### src/rtl/msrv_unity_pkg.sv
// Shared types and round-robin helper for the Msrv unity arbiter.
// Combinational helper only; no state or latency.
// No backpressure; the caller decides when a pick is consumed.
package msrv_unity_pkg;

  localparam int CUnityOwnerW = 3;
  localparam int CMaxCores    = 1 << CUnityOwnerW;

  typedef enum logic [1:0] {
    IIdle  = 2'd0,
    IGrant = 2'd1,
    IDrain = 2'd2
  } unity_state_e;

  typedef struct packed {
    logic                    vld;
    logic [CUnityOwnerW-1:0] idx;
  } rr_pick_t;

  // First set bit of mask searching upward from ptr+1, wrapping at core_cnt.
  function automatic rr_pick_t rr_pick(input logic [CMaxCores-1:0]    mask,
                                       input logic [CUnityOwnerW-1:0] ptr,
                                       input int unsigned             core_cnt);
    rr_pick_t              res;
    logic [CUnityOwnerW:0] cand;
    logic [CUnityOwnerW:0] cnt_w;
    res   = '0;
    cnt_w = (CUnityOwnerW+1)'(core_cnt);
    for (int i = 1; i <= CMaxCores; i++) begin
      cand = {1'b0, ptr} + (CUnityOwnerW+1)'(i);
      if (cand >= cnt_w) cand = cand - cnt_w;
      if (((CUnityOwnerW+1)'(i) <= cnt_w) && !res.vld && mask[cand[CUnityOwnerW-1:0]]) begin
        res.vld = 1'b1;
        res.idx = cand[CUnityOwnerW-1:0];
      end
    end
    return res;
  endfunction

endpackage

### src/rtl/msrv_rr_pick.sv
// Round-robin picker over the per-core unity requests.
// Purely combinational, zero latency.
// No backpressure; result is valid whenever any request bit is set.
module msrv_rr_pick
  import msrv_unity_pkg::*;
#(
  parameter int CCoreCnt = 4
) (
  input  logic [CCoreCnt-1:0]     req,
  input  logic [CUnityOwnerW-1:0] ptr,
  output logic                    vld,
  output logic [CUnityOwnerW-1:0] idx
);

  logic [CMaxCores-1:0] mask;
  rr_pick_t             pick;

  always_comb begin
    mask                 = '0;
    mask[CCoreCnt-1:0]   = req;
    pick                 = rr_pick(mask, ptr, CCoreCnt);
  end

  assign vld = pick.vld;
  assign idx = pick.idx;

endmodule

### src/rtl/msrv_unity_arb.sv
// Round-robin mutual-exclusion arbiter with drain-before-handoff and watchdog.
// Grant one cycle after request; next grant at earliest three cycles after release.
// Non-owner requests are not latched; requesters must hold their level.
module msrv_unity_arb
  import msrv_unity_pkg::*;
#(
  parameter int CCoreCnt  = 4,
  parameter int CTimeoutW = 16
) (
  input  logic                    AClkH,
  input  logic                    AResetH,
  input  logic [CCoreCnt-1:0]     AUnityReq,
  input  logic [CCoreCnt-1:0]     AMemPend,
  output logic [CCoreCnt-1:0]     AUnityAck,
  output logic                    AUnityBusy,
  output logic [CUnityOwnerW-1:0] AUnityOwner,
  input  logic [CTimeoutW-1:0]    ATimeoutLimit,
  output logic                    AUnityTimeout,
  input  logic                    AToClr
);

  unity_state_e            state, state_nxt;
  logic [CUnityOwnerW-1:0] owner;
  logic [CUnityOwnerW-1:0] rr_ptr;
  logic [CTimeoutW-1:0]    wd_cnt, wd_inc;
  logic [CMaxCores-1:0]    req_ext, pend_ext;
  logic                    owner_req, owner_pend;
  logic                    pick_vld;
  logic [CUnityOwnerW-1:0] pick_idx;
  logic [CCoreCnt-1:0]     grant_vec;
  logic                    to_set;

  msrv_rr_pick #(.CCoreCnt(CCoreCnt)) u_pick (
    .req (AUnityReq),
    .ptr (rr_ptr),
    .vld (pick_vld),
    .idx (pick_idx)
  );

  assign grant_vec = {{(CCoreCnt-1){1'b0}}, 1'b1} << pick_idx;

  // Widen to the owner index range so a 3-bit owner selects without truncation.
  always_comb begin
    req_ext                  = '0;
    pend_ext                 = '0;
    req_ext[CCoreCnt-1:0]    = AUnityReq;
    pend_ext[CCoreCnt-1:0]   = AMemPend;
    owner_req                = req_ext[owner];
    owner_pend               = pend_ext[owner];
    wd_inc                   = (&wd_cnt) ? wd_cnt : wd_cnt + CTimeoutW'(1);
    to_set                   = (state == IGrant) && (|ATimeoutLimit) && (wd_inc == ATimeoutLimit);
  end

  always_comb begin
    state_nxt = state;
    case (state)
      IIdle:   if (pick_vld)    state_nxt = IGrant;
      IGrant:  if (!owner_req)  state_nxt = IDrain;
      IDrain:  if (!owner_pend) state_nxt = IIdle;
      default:                  state_nxt = IIdle;
    endcase
  end

  always_ff @(posedge AClkH) begin
    if (AResetH) begin
      state         <= IIdle;
      owner         <= '0;
      rr_ptr        <= CUnityOwnerW'(CCoreCnt - 1);
      wd_cnt        <= '0;
      AUnityAck     <= '0;
      AUnityTimeout <= 1'b0;
    end else begin
      state <= state_nxt;
      case (state)
        IIdle: begin
          if (pick_vld) begin
            owner     <= pick_idx;
            AUnityAck <= grant_vec;
          end
        end
        IGrant: begin
          wd_cnt <= wd_inc;
          if (!owner_req) AUnityAck <= '0;
        end
        IDrain: begin
          if (!owner_pend) begin
            rr_ptr <= owner;
            wd_cnt <= '0;
          end
        end
        default: ;
      endcase
      // Setting takes precedence over a coincident clear pulse.
      if (to_set)      AUnityTimeout <= 1'b1;
      else if (AToClr) AUnityTimeout <= 1'b0;
    end
  end

  assign AUnityBusy  = (state != IIdle);
  assign AUnityOwner = owner;

endmodule

### config.mk
export PLATFORM = sky130hd
export DESIGN_NAME = msrv_unity_arb
export DESIGN_NICKNAME = d
export VERILOG_FILES = /design/src/rtl/msrv_unity_pkg.sv /design/src/rtl/msrv_rr_pick.sv /design/src/rtl/msrv_unity_arb.sv
export SDC_FILE = /design/constraint.sdc
export NUM_CORES = 1
export LEC_CHECK = 0
export CORE_MARGIN = 2
export CORE_UTILIZATION = 49
export DETAILED_ROUTE_END_ITERATION = 8
export GPL_TIMING_DRIVEN = 0
export HOLD_SLACK_MARGIN = 0.12
export PLACE_DENSITY = 0.83
export SYNTH_ARGS = -nofsm -noshare
export SYNTH_HDL_FRONTEND = slang
export SYNTH_SLANG_ARGS = --single-unit
### constraint.sdc
create_clock -name AClkH -period 2.6 [get_ports AClkH]
set_input_delay 0.65 -clock AClkH [delete_from_list [all_inputs] [get_ports AClkH]]
set_output_delay 0.65 -clock AClkH [all_outputs]
set_load 0.02 [all_outputs]
==> key figures <==
Worst setup path
  – Worst path bufs/invs: 2
  – CP top delay family: compound AO/OA/AOI/OAI gates
  – Ordered cell list for the critical path: clkdlybuf4s50_1, mux4_2, or4_1, o21ai_0, a221o_1, inv_1, a22o_1
  – Slowest-stage cell, CP: mux4_2
  – Crit path launch type: primary input
  – CP Data Arrival Time: 2.68 ns
  – Worst-path fanout max: 4
  – Critical Path RT: 2.79 ns
  – Critical Path End Type: register
  – CP Class: primary input to register
  – Crit-path max cell delay: around 0.51 ns

STA
  – Slew Limit Fails: 0
  – Worst-Margin Slew: around 0.57 ns
  – Setup total negative slack: 0 ns
  – Final setup violation count: 0
  – Worst slew margin: 0.616
  – Fin. Hold Viols: 0
  – Tcrit/Tclk final: 0.957
  – Maximum operating frequency: ~400 MHz
  – Skew final: around 0.0070 ns
  – Min cycle time layout: 2.49 ns
  – Hold Slack: 0.441 ns

Synthesis
  – Top FF cell, synth: dfxtp_1
  – Synth Net Count: between 300 and 400
  – Synth area leaders: dfxtp_1 (26%), xnor2_1 (5.4%), nor2_1 (5.3%)
  – Post-synth EDFFs: 0
  – Asr flop ratio synth: 0
  – Sequential area share after synthesis: 0.256
  – Synth top area share: 0.256
  – Synth area leader: dfxtp_1
  – Number of synthesized register bits: 29
  – Avg Synthesized Cell Area: between 7 and 8 µm²
  – Mapped Area: around 2300 µm²
  – Yosys warns: 0
  – Cell variety after synth: between 50 and 60
  – Cells after Synth: 295

Die
  – Rows: 24
  – Core area: 4410 µm²
  – Die Y-Extent: between 70 and 80 µm
  – Initial Utilization: 0.514
  – Chip Width: 72.1 µm
  – Boundary pin count: 36
  – Die area: a little over 5000 µm²

Power and ir drop
  – Power, Total: 0.00145 W
  – PwrDens: ~490 nW/µm²
  – Max VDD drop: about 470 µV
  – Clock Power Share: 0.278
  – Leakage: between 1 and 1.5 nW
  – Logic gate share of total power: 0.370
  – Switching power: roughly 0.00052 W
  – Pint: 0.000929 W
  – Sw Ratio: 0.360
  – Reg power frac: 0.353

Global routing
  – First-pass GRT wire length: about 10000 µm
  – Vias in the first global route: between 2000 and 2500
  – Gr usage total: 0.252
  – Overflow after GRT: 0
  – Initial antenna violation count: 0
  – Largest net degree at the start of global routing: 11

Final layout
  – Finished Layout Cells: around 400
  – Synth-to-Final Area Change: 30.7%
  – Design Area, Final: 2970 µm²
  – Nets: ~380
  – Share of post-route cells with drive strength above 1: 0.158
  – Diode count: 0

Clock network
  – Worst-Skew Late Latency: 0.29 ns
  – Number of buffers created by CTS: 5
  – Clock Path Buffers: 2
  – Cts hold-fix bufs: 0
  – # clock sinks: 29
  – Clock slew at reported path FFs: ~0.070 ns
  – Clock root buffer: clkbuf_8
  – H-tree depth: 2
  – TritonCTS clock tree: yes

Drt
  – Routed vias: between 2000 and 3000
  – Initial DRC count: 317
  – Avg WL per Cell: between 15 and 20 µm
  – Antenna viol nets, final: 0
  – Pre-Repair DR Iteration Count: 5
  – Detailed Route WL: around 6700 µm
  – DR vias/cell: around 6.4
  – Drt drc: 0

Place
  – Dpl hpwl: ~4600 µm
  – Placed cell count: 381
  – Buffers on Ports: 34
  – GP Congestion: ~1
  – DP Area: roughly 2700 µm²

Run
  – Max Cap Violations: 0

Hold path
  – Min-Delay Path Class: register to register

Outcome
  – Status: finished clean
==> power by group through the flow <==
stage | Clock (W) | Sequential [W] | Combinational, W
2_1_floorplan | 0 | 0.000536 | 0.000291
3_3_place_gp | 0 | 0.000523 | 0.000474
3_5_place_dp | 0 | 0.000525 | 0.000481
4_1_cts | 0.000407 | 0.000517 | 0.000490
5_1_grt | 0.000428 | 0.000517 | 0.000580
6_report | 0.000403 | 0.000512 | 0.000536
==> layer usage <==
layer | routed length (µm) | track usage | vias up
met4 | 116 | 0.0985 | 0
li1 | - | - | 1215
met1 | 2860 | 0.345 | 1189
met3 | 673 | 0.0569 | 19
met5 | 0 | 0 | -
met2 | 3030 | 0.386 | 143
==> repair_timing <==
item,4_1_cts,5_1_grt
gates cloned,0,1
buffers inserted,4,10
pin swaps,2,7
resized for setup,7,22
hold endpoints to repair,0,0
endpoints found under the setup margin,7,9
==> final timing paths <==
check / start / to / slack (ns) / depth (start not counted)
max: AUnityReq[1] / AUnityAck[0]$_SDFFE_PP0P_ / 0.11 / 7
min reg2reg: AUnityTimeout$_SDFFE_PP0P_ / AUnityTimeout$_SDFFE_PP0P_ / 0.44 / 2
min: AUnityTimeout$_SDFFE_PP0P_ / AUnityTimeout$_SDFFE_PP0P_ / 0.44 / 2
max reg2reg: wd_cnt[0]$_SDFFE_PP0P_ / AUnityTimeout$_SDFFE_PP0P_ / 0.13 / 9
==> cells by family after synthesis <==
family                     after synthesis  share of synthesized area
and+or+nand+nor                        126                      0.305
AOI/OAI and AO/OA                       79                      0.228
DFF                                     29                      0.256
buffers and inverters                   25                     0.0496
xor gates and xnor gates                21                     0.0810
muxes                                   12                     0.0645
adders and majority gates                3                     0.0165
==> sequential cells by signal, summed over array words and instances, names as in the netlist <==
| name | count |
|---|---|
| AUnityAck | 4 |
| AUnityOwner | 3 |
| AUnityTimeout | 1 |
| rr_ptr | 3 |
| state | 2 |
| wd_cnt | 16 |
==> worst min-delay path: stages (launching register included) <==
cell and delay, ns:
dfxtp_1 0.31, nand2_1 0.05, o21ai_1 0.05
==> synth_stat cells (all sizes together), types with 3 or more instances <==
master	number
a211oi	3
a21oi	19
a22oi	4
a311oi	5
a31oi	6
and3	5
buf	6
clkbuf	11
dfxtp	29
ha	3
inv	8
mux2i	9
nand2	22
nand2b	8
nand3	12
nand4	8
nor2	32
nor2b	5
nor3	9
nor4	11
o21ai	22
o2bb2ai	3
or4	3
xnor2	14
xor2	7
==> through the flow <==
step,utilization,setup WS (ns)
floorplan,-,0.0303
global placement,0.607,-0.339
detailed placement,0.607,-0.382
CTS,0.639,0.0104
global route,0.673,-0.0102
finish,0.673,0.111
==> cell type report <==
class	count	area (µm²)
buffer	14	75.1
clock buffer	6	82.6
clock inverter	2	13.8
fill	349	1450
inverter	8	30.0
multi-input combinational	242	1660
sequential	29	589
tap	52	65.1
timing repair buffer	48	453
==> cells in the final DEF (no fill, tap or decap), drive strengths merged, types with 9 or more instances in the layout <==
cell type,n
o21ai,22
nor4,11
buf,20
a21oi,19
clkdlybuf4s50,31
xnor2,14
nand2,22
mux2i,9
nor2,32
dfxtp,29
nand3,12
clkbuf,14
nor3,9
(Power assumes the default switching activity.)
